**src/rtl/spi_pkg.sv**
```systemverilog
// Shared types and constants for the SPI/internal register write arbiter.
// Optional feature macro used by this slice: SPI_ARB_WRCOUNT_EN.
package spi_pkg;

  localparam int unsigned AW = 8;
  localparam int unsigned DW = 8;

  localparam logic [AW-1:0] ADDR_REG1 = AW'(1);
  localparam logic [AW-1:0] ADDR_REG2 = AW'(2);
  localparam logic [AW-1:0] ADDR_REG3 = AW'(3);

  // reg3 bit that blocks internal writes when set
  localparam int unsigned LOCK_BIT = 7;

  // SPI write of this value to reg3 also clears the sticky overflow flag
  localparam logic [DW-1:0] OVF_CLR_DATA = DW'(8'hFF);

  typedef enum logic [1:0] {
    ST_IDLE,
    ST_SPI_COMMIT,
    ST_INT_COMMIT,
    ST_INT_ACK
  } arb_state_e;

  typedef struct packed {
    logic [AW-1:0] addr;
    logic [DW-1:0] data;
  } wr_req_t;

  function automatic logic addr_valid(input logic [AW-1:0] a);
    return (a == ADDR_REG1) || (a == ADDR_REG2) || (a == ADDR_REG3);
  endfunction

endpackage

```
**src/rtl/spi_wr_pend.sv**
```systemverilog
// One-entry holding register for SPI writes, with lost-strobe detection.
module spi_wr_pend
  import spi_pkg::*;
(
  input  logic    clk,
  input  logic    rst_n,
  input  logic    wr_valid_i,
  input  wr_req_t wr_i,
  input  logic    clr_i,
  output logic    pend_o,
  output wr_req_t wr_o,
  output logic    drop_c
);

  logic    pend_q;
  wr_req_t wr_q;

  // A strobe is taken when the slot is empty or being freed on this same edge
  always_ff @(posedge clk or negedge rst_n) begin
    if (!rst_n) begin
      pend_q <= 1'b0;
      wr_q   <= '0;
    end else if (wr_valid_i && (!pend_q || clr_i)) begin
      pend_q <= 1'b1;
      wr_q   <= wr_i;
    end else if (clr_i) begin
      pend_q <= 1'b0;
    end
  end

  assign drop_c = wr_valid_i & pend_q & ~clr_i;
  assign pend_o = pend_q;
  assign wr_o   = wr_q;

endmodule

```
**src/rtl/spi_reg_arbiter.sv**
```systemverilog
// Arbitrates SPI and internal writes into three 8-bit registers.
// Optional write counter output enabled by defining SPI_ARB_WRCOUNT_EN.
module spi_reg_arbiter
  import spi_pkg::*;
#(
  parameter logic [7:0] REG1_RST = 8'h00,
  parameter logic [7:0] REG2_RST = 8'h00,
  parameter logic [7:0] REG3_RST = 8'h00
) (
  input  logic         iclk,
  input  logic         rstn,
  input  logic         spi_wr_valid,
  input  logic [7:0]   spi_addr,
  input  logic [7:0]   spi_wdata,
  input  logic         int_wr_req,
  input  logic [7:0]   int_addr,
  input  logic [7:0]   int_wdata,
  output logic         int_wr_gnt,
  output logic         int_wr_err,
  output logic [7:0]   reg1,
  output logic [7:0]   reg2,
  output logic [7:0]   reg3,
  output logic         spi_ovf,
  output logic         addr_err
`ifdef SPI_ARB_WRCOUNT_EN
  ,
  output logic [7:0]   wr_count
`endif
);

  arb_state_e     state_q;
  logic [DW-1:0]  reg1_q, reg2_q, reg3_q;
  logic           gnt_q, err_q, ovf_q, addr_err_q;

  logic           pend_c;
  wr_req_t        pend_wr_c;
  logic           drop_c;
  logic           pend_clr_c;
  logic           locked_c;
  logic           commit_c;
  logic           wr_en_c;
  logic           wr_ok_c;
  logic           ovf_clr_c;
  logic [AW-1:0]  wr_addr_c;
  logic [DW-1:0]  wr_data_c;

  assign pend_clr_c = (state_q == ST_SPI_COMMIT);
  assign locked_c   = reg3_q[LOCK_BIT];

  spi_wr_pend u_pend (
    .clk        (iclk),
    .rst_n      (rstn),
    .wr_valid_i (spi_wr_valid),
    .wr_i       ('{addr: spi_addr, data: spi_wdata}),
    .clr_i      (pend_clr_c),
    .pend_o     (pend_c),
    .wr_o       (pend_wr_c),
    .drop_c     (drop_c)
  );

  // Select the write source for the current commit state
  always_comb begin
    commit_c  = 1'b0;
    wr_en_c   = 1'b0;
    wr_addr_c = '0;
    wr_data_c = '0;
    case (state_q)
      ST_SPI_COMMIT: begin
        commit_c  = 1'b1;
        wr_en_c   = 1'b1;
        wr_addr_c = pend_wr_c.addr;
        wr_data_c = pend_wr_c.data;
      end
      ST_INT_COMMIT: begin
        commit_c  = 1'b1;
        wr_en_c   = ~locked_c;
        wr_addr_c = int_addr;
        wr_data_c = int_wdata;
      end
      default: ;
    endcase
  end

  assign wr_ok_c   = wr_en_c & addr_valid(wr_addr_c);
  assign ovf_clr_c = pend_clr_c && (pend_wr_c.addr == ADDR_REG3) &&
                     (pend_wr_c.data == OVF_CLR_DATA);

  // Arbitration FSM, register file and status flags
  always_ff @(posedge iclk or negedge rstn) begin
    if (!rstn) begin
      state_q    <= ST_IDLE;
      reg1_q     <= REG1_RST;
      reg2_q     <= REG2_RST;
      reg3_q     <= REG3_RST;
      gnt_q      <= 1'b0;
      err_q      <= 1'b0;
      ovf_q      <= 1'b0;
      addr_err_q <= 1'b0;
    end else begin
      gnt_q      <= 1'b0;
      err_q      <= 1'b0;
      addr_err_q <= commit_c && !addr_valid(wr_addr_c);

      if (wr_ok_c) begin
        case (wr_addr_c)
          ADDR_REG1: reg1_q <= wr_data_c;
          ADDR_REG2: reg2_q <= wr_data_c;
          ADDR_REG3: reg3_q <= wr_data_c;
          default: ;
        endcase
      end

      // a fresh loss wins over a clearing write on the same edge
      if (drop_c) begin
        ovf_q <= 1'b1;
      end else if (ovf_clr_c) begin
        ovf_q <= 1'b0;
      end

      case (state_q)
        ST_IDLE: begin
          // an arriving strobe already counts as pending for priority
          if (pend_c) begin
            state_q <= ST_SPI_COMMIT;
          end else if (int_wr_req && !spi_wr_valid) begin
            state_q <= ST_INT_COMMIT;
          end
        end
        ST_SPI_COMMIT: state_q <= int_wr_req ? ST_INT_COMMIT : ST_IDLE;
        ST_INT_COMMIT: begin
          state_q <= ST_INT_ACK;
          gnt_q   <= 1'b1;
          err_q   <= locked_c;
        end
        ST_INT_ACK:    state_q <= ST_IDLE;
        default:       state_q <= ST_IDLE;
      endcase
    end
  end

`ifdef SPI_ARB_WRCOUNT_EN
  logic [7:0] wcnt_q;

  // Saturating count of register writes that actually landed
  always_ff @(posedge iclk or negedge rstn) begin
    if (!rstn) begin
      wcnt_q <= '0;
    end else if (wr_ok_c && (wcnt_q != 8'hFF)) begin
      wcnt_q <= wcnt_q + 8'd1;
    end
  end

  assign wr_count = wcnt_q;
`endif

  assign reg1       = reg1_q;
  assign reg2       = reg2_q;
  assign reg3       = reg3_q;
  assign int_wr_gnt = gnt_q;
  assign int_wr_err = err_q;
  assign spi_ovf    = ovf_q;
  assign addr_err   = addr_err_q;

endmodule

```
**config.mk**
```make
export PLATFORM = sky130hd
export DESIGN_NAME = spi_reg_arbiter
export DESIGN_NICKNAME = d
export VERILOG_FILES = /design/src/rtl/spi_pkg.sv /design/src/rtl/spi_wr_pend.sv /design/src/rtl/spi_reg_arbiter.sv
export SDC_FILE = /design/constraint.sdc
export NUM_CORES = 1
export LEC_CHECK = 0
export BUFFER_PORTS_ARGS = -buffer_cell sky130_fd_sc_hd__clkbuf_2
export CORE_MARGIN = 5
export CORE_UTILIZATION = 40
export CTS_BUF_LIST = sky130_fd_sc_hd__clkbuf_8
export DETAILED_ROUTE_END_ITERATION = 8
export PLACE_DENSITY = 0.67
export SYNTH_ARGS = -nofsm -noshare
export SYNTH_HDL_FRONTEND = slang
export SYNTH_HIERARCHICAL = 1
export SYNTH_SLANG_ARGS = --single-unit
```
**constraint.sdc**
```tcl
create_clock -name iclk -period 2.55 [get_ports iclk]
set_clock_uncertainty 0.2 [all_clocks]
set_input_delay 0.255 -clock iclk [delete_from_list [all_inputs] [get_ports iclk]]
set_output_delay 0.255 -clock iclk [all_outputs]
set_load 0.005 [all_outputs]
```
After elaboration in Yosys (flattened, before gate mapping)
Cells that the tools add are included.
{"block": "word_totals", "register_bits": 47, "inputBits": 36, "out_inout_bits": 28, "wordCells": 57}
{"block": "classes", "eq_ne": 9, "n_mux": 14, "bitwise_logic": 5, "n_reduce_logical": 18}
{"cell": "$pmux W8 S2", "count": 2}
{"cell": "$eq A8 B2 Y1 const B", "count": 3}
{"cell": "$eq A8 B1 Y1 const B", "count": 1}
{"cell": "$eq A8 B8 Y1 const B", "count": 1}
{"cell": "$pmux W2 S4", "count": 1}
{"cell": "$mux W1", "count": 7}
{"cell": "$mux W2", "count": 3}
{"cell": "$reduce_and A2 Y1", "count": 3}
{"cell": "$logic_and A1 B1 Y1", "count": 5}
{"cell": "$eq A2 B2 Y1 const B", "count": 2}
{"cell": "$reduce_bool A2 Y1", "count": 2}
{"cell": "$and A1 B1 Y1", "count": 3}
{"cell": "$logic_not A1 Y1", "count": 3}
{"cell": "$logic_or A1 B1 Y1", "count": 3}
{"cell": "$ne A3 B2 Y1 const B", "count": 1}
{"cell": "$eq A2 B1 Y1 const B", "count": 1}
{"cell": "$logic_not A2 Y1", "count": 1}
{"cell": "$not A1 Y1", "count": 2}
{"cell": "$pmux W1 S2", "count": 1}
{"cell": "$reduce_or A2 Y1", "count": 1}

Longest topological paths before layout
{"block": "logic_depth", "ltp_word": 7, "ltp_mapped": 8}

Cells and area by module
Netlist, hierarchy kept.
{"mod": "spi_reg_arbiter", "n_inst": 1, "cells_per_inst": 130, "area_each_um2": 1536.5}
{"mod": "spi_wr_pend", "n_inst": 1, "cells_per_inst": 39, "area_each_um2": 699.4}

Least setup slack after synthesis
No wires, ideal clock.
{"block": "synth_timing", "path_kind": "register to register", "start": "reg state_q[1]", "end": "reg reg1_q[0], in the netlist reg1[0]", "setup_ns": 0.125, "arrival_time_ns": 2.051, "required_time_ns": 2.225, "setup_slack_ns": 0.174, "stages_incl_launch_ff": 8, "period_less_slack_ns": 2.376, "path_cell_list": "dfrtp_1 inv_1 ha_1 clkbuf_1 o21ai_0 nor4b_1 buf_2 mux2_2"}
{"block": "synth_between", "elab_chain_cells": 7, "elab_cells_between_ends": 12, "cone_classes": "5 x eq/ne; 3 x mux; 1 x bitwise; 3 x reduce/logical"}
{"element": "from (decl)", "line_no": "spi_reg_arbiter.sv:31", "text": "arb_state_e state_q;"}
{"element": "from (signal assigned)", "line_no": "spi_reg_arbiter.sv:129", "text": "ST_SPI_COMMIT: state_q <= int_wr_req ? ST_INT_COMMIT : ST_IDLE;"}
{"element": "$eq A2 B1 Y1 (*)"}
{"element": "named net pend_clr_c", "line_no": "spi_reg_arbiter.sv:38", "text": "logic pend_clr_c;"}
{"element": "$pmux W8 S2", "line_no": "spi_reg_arbiter.sv:67", "text": "case (state_q)"}
{"element": "$eq A8 B1 Y1 / $eq A8 B2 Y1 (equally long branches)", "line_no": "spi_pkg.sv:31, spi_reg_arbiter.sv:105"}
{"element": "$logic_or A1 B1 Y1 (2 in series)", "line_no": "spi_pkg.sv:31", "text": "return (a == ADDR_REG1) || (a == ADDR_REG2) || (a == ADDR_REG3);"}
{"element": "$and A1 B1 Y1", "line_no": "spi_reg_arbiter.sv:84", "text": "assign wr_ok_c = wr_en_c & addr_valid(wr_addr_c);"}
{"element": "$reduce_and A2 Y1 (no line)"}
{"element": "to (signal assigned)", "line_no": "spi_reg_arbiter.sv:106", "text": "ADDR_REG1: reg1_q <= wr_data_c;"}
{"element": "to (decl)", "line_no": "spi_reg_arbiter.sv:32", "text": "logic [DW-1:0] reg1_q, reg2_q, reg3_q;"}
The timed path passes the listed nets; every way through them passes the cells marked *.
A chain may end at the register's enable or synchronous reset.

Worst setup path in the final report
{"block": "layout_timing", "start": "reg state_q[0]", "end": "reg reg1_q[0], in the netlist reg1[0]"}
{"block": "layout_between", "elab_chain_cells": 7, "elab_cells_between_ends": 12, "cone_classes": "5 x eq/ne; 3 x mux; 1 x bitwise; 3 x reduce/logical"}
{"element": "$eq A2 B2 Y1 / $eq A2 B1 Y1 (equally long branches)", "line_no": "spi_reg_arbiter.sv:67"}
{"element": "$pmux W8 S2", "line_no": "spi_reg_arbiter.sv:67"}
{"element": "$eq A8 B1 Y1 / $eq A8 B2 Y1 (equally long branches)", "line_no": "spi_pkg.sv:31, spi_reg_arbiter.sv:105"}
{"element": "$logic_or A1 B1 Y1 (2 in series)", "line_no": "spi_pkg.sv:31"}
{"element": "$and A1 B1 Y1", "line_no": "spi_reg_arbiter.sv:84"}
{"element": "$reduce_and A2 Y1 (no line)"}
Parallel ways exist; a longest one is shown, timed or not.

==> results by group <==
Clocking
  – Clk buf depth: 2
  – TritonCTS Buffers: 5
  – Reg clk slew, reported paths: 0.09 ns
  – H-tree depth: 2
  – CTS tree: done
  – Clk sinks: 47
  – Clk_lat worst skew: 0.30 ns
  – CTS root buffer: clkbuf_8

Logic synthesis
  – Syn Inst Count: 169
  – Compound-Gate Fraction of Synth Area: 9.51%
  – Syn Nets: approximately 210
  – Multiplexer share of the synthesized area: 21.4%
  – Distinct cells, synth: 35
  – Total number of yosys warnings: 6
  – Synth top area share: 52.6%
  – Synthesized area: between 2000 and 2500 µm²
  – Largest family of logic cells by synthesized area: multiplexers
  – Synth Area in Simple Gates: just over 10%
  – Synth area leaders: dfrtp_1 53%, mux2_2 11%, mux2_4 6.7%, mux2i_1 3.1%, a22oi_1 2.4%
  – Synth Area in Adders: 2.24%
  – Yosys top cell by area: dfrtp_1
  – Xor/xnor cell area share of the yosys netlist: 0%
  – Seq/Total Area, Yosys: between 50% and 60%
  – Seq cells post-synth: 47
  – Syn Area/Cell: roughly 13 µm²

Critical path
  – Crit path DAT: 2.36 ns
  – R2r setup slk: 0.19 ns
  – FF-to-FF path depth: 8
  – Critical path class: flip-flop to flip-flop
  – CP Launch Type: flip-flop
  – Crit end category: flip-flop
  – Crit-path max FO: 8
  – Worst EP required: 2.54 ns

STA
  – Tmin final: ~2.4 ns
  – Fin. Hold Viols: 0
  – Final setup fails: 0
  – RSZ-0062 raised after global routing: no
  – F_max: 424 MHz
  – Final setup margin: between 0.15 and 0.2 ns
  – Least-Margin Pin Slew: 0.499 ns
  – Fin crit share: 92.6%
  – Max-slew violation count: 0
  – Slew headroom: 66.5%
  – Setup Total Neg Slack: 0 ns
  – Worst hold margin: 0.0199 ns

Flow run
  – Max cap viols: 0

Die
  – Core box area: 5470 µm²
  – IO Count: 64
  – Die Ht: 84.8 µm
  – Cell Rows: 27
  – Die extent in x: 84.8 µm
  – Full die area: approximately 7200 µm²
  – Starting Density: between 40% and 50%

Finish
  – Post-layout util: 53.5%
  – Design Area, Final: 2930 µm²
  – FILL cells: 500
  – Antenna Cells: 0
  – Leading cell type in the layout, fill and taps excluded: clkbuf_2
  – Non-filler cells, final: 331
  – Layout cells sized above 1: 46.3%
  – Most frequent cells in the layout: 63 x clkbuf_2, 47 x dfrtp_1, 22 x mux2_2, 17 x dlygate4sd3_1, 13 x inv_1
  – Syn-to-layout area delta: 30.9%
  – # nets final: 298

Hold path
  – Hold Path Class: input port to flip-flop
  – Worst hold stages: 3

Route
  – Remaining DRCs: 0
  – DRT Pass-1 Iters: 4
  – Routed WL per cell: 15.4 µm
  – DR vias: 1,654
  – Drt via density: 5.00
  – Post-route ant nets: 0
  – Routed Wire Length: 5080 µm
  – Iter 0 DRT Violations: 63

Global route
  – Gr usage total: 15.5%
  – Largest net degree at the start of global routing: 31
  – GRT Residual Overflow: 0
  – Global-route wire length before repair: 8820 µm
  – Vias in the first global route: 1,765
  – Antenna violations before repair: 0

Status
  – Status: complete, no violations

Placement
  – DP Area: 2670 µm²
  – Dpl cells: 306
  – Post-DP HPWL: 3930 µm
  – RD Place Congestion: ~0.73
  – IO buf count: 63
  – Pre-CTS setup slack: roughly 0.058 ns

Power
  – Overall power: 2.99 mW
  – Pwr dens: just over 1000 nW/µm²
  – Leakage: 1.45 nW
  – Peak supply drop: 0.430 mV
==> cell families after synthesis <==
group / after synthesis
flip-flops: 47
buffers and inverters: 19
AO/OA/AOI/OAI: 28
AND/OR/NAND/NOR: 31
multiplexers: 40
adder cells (fa/ha/maj): 4
==> what timing repair did <==
item                                    in CTS  in global routing
hold buffers                                16                  1
gates resized for setup                      0                  2
hold endpoints to repair                    32                  1
buffers inserted                             0                  0
endpoints found under the setup margin       0                 17
==> area by class of cell <==
class / count / area, µm² / area share [%]
Clock buffer: 5 / 68.8 / 2.35
Clock inverter: 3 / 20.0 / 0.684
Inverter: 13 / 48.8 / 1.67
Multi-Input combinational cell: 103 / 978 / 33.4
Sequential cell: 47 / 1180 / 40.2
Tap cell: 72 / 90.1 / 3.08
Timing Repair Buffer: 88 / 546 / 18.6
==> report_power, final <==
part / switching, mW / internal, mW / total [mW]
combinational: 0.616 / 0.683 / 1.30
sequential: 0.223 / 1.02 / 1.24
clock: 0.256 / 0.191 / 0.447
==> cells in the mapped netlist, drive strengths merged <==
master,number
and2,3
a22oi,7
mux2,33
a32oi,1
o41ai,2
nand2,4
nor4b,2
o21a,1
o311a,1
clkbuf,2
nand2b,1
ha,4
mux2i,7
a221o,1
nor3,3
a21oi,3
buf,4
inv,13
a22o,3
nand4,3
nor2b,8
o21ai,7
nor2,2
nand3,3
a21o,2
dfrtp,47
or4,1
nor4,1
==> path summary, 6_finish.rpt <==
check                        startpoint       endpoint
setup / recovery             state_q[0]        reg1[0]
hold / removal             spi_wr_valid  u_pend/pend_o
setup reg to reg             state_q[0]        reg1[0]
hold reg to reg                 reg2[0]        reg2[0]
max in group asynchronous          rstn        spi_ovf
min in group asynchronous          rstn        reg1[6]
==> worst max-delay path, stage by stage, from the launching register on <==
cell and delay, ns:
dfrtp_1 0.36, inv_1 0.09, ha_1 0.27, buf_4 0.18
o41ai_2 0.07, nand4_1 0.21, nor4b_2 0.31, buf_4 0.23
mux2_2 0.35
==> registers in the layout, summed over array words and instances, names as in the netlist <==
register and count:
int_wr_err 1, spi_ovf 1, addr_err 1, reg3 8, int_wr_gnt 1, u_pend/pend_o 1
state_q 2, reg1 8, u_pend/wr_o 16, reg2 8
==> layer usage <==
| metal | global-route usage, % | routed length [µm] | vias to the layer above | part of all wire (%) |
|---|---|---|---|---|
| li1 | - | - | 782 | - |
| met1 | 19.7 | 2200 | 806 | 43 |
| met2 | 24.7 | 2480 | 55 | 49 |
| met3 | 4.12 | 277 | 11 | 5.4 |
| met4 | 6.91 | 124 | 0 | 2.4 |
| met5 | 0 | 0 | - | 0 |
Power figures use the tool's default switching activity.
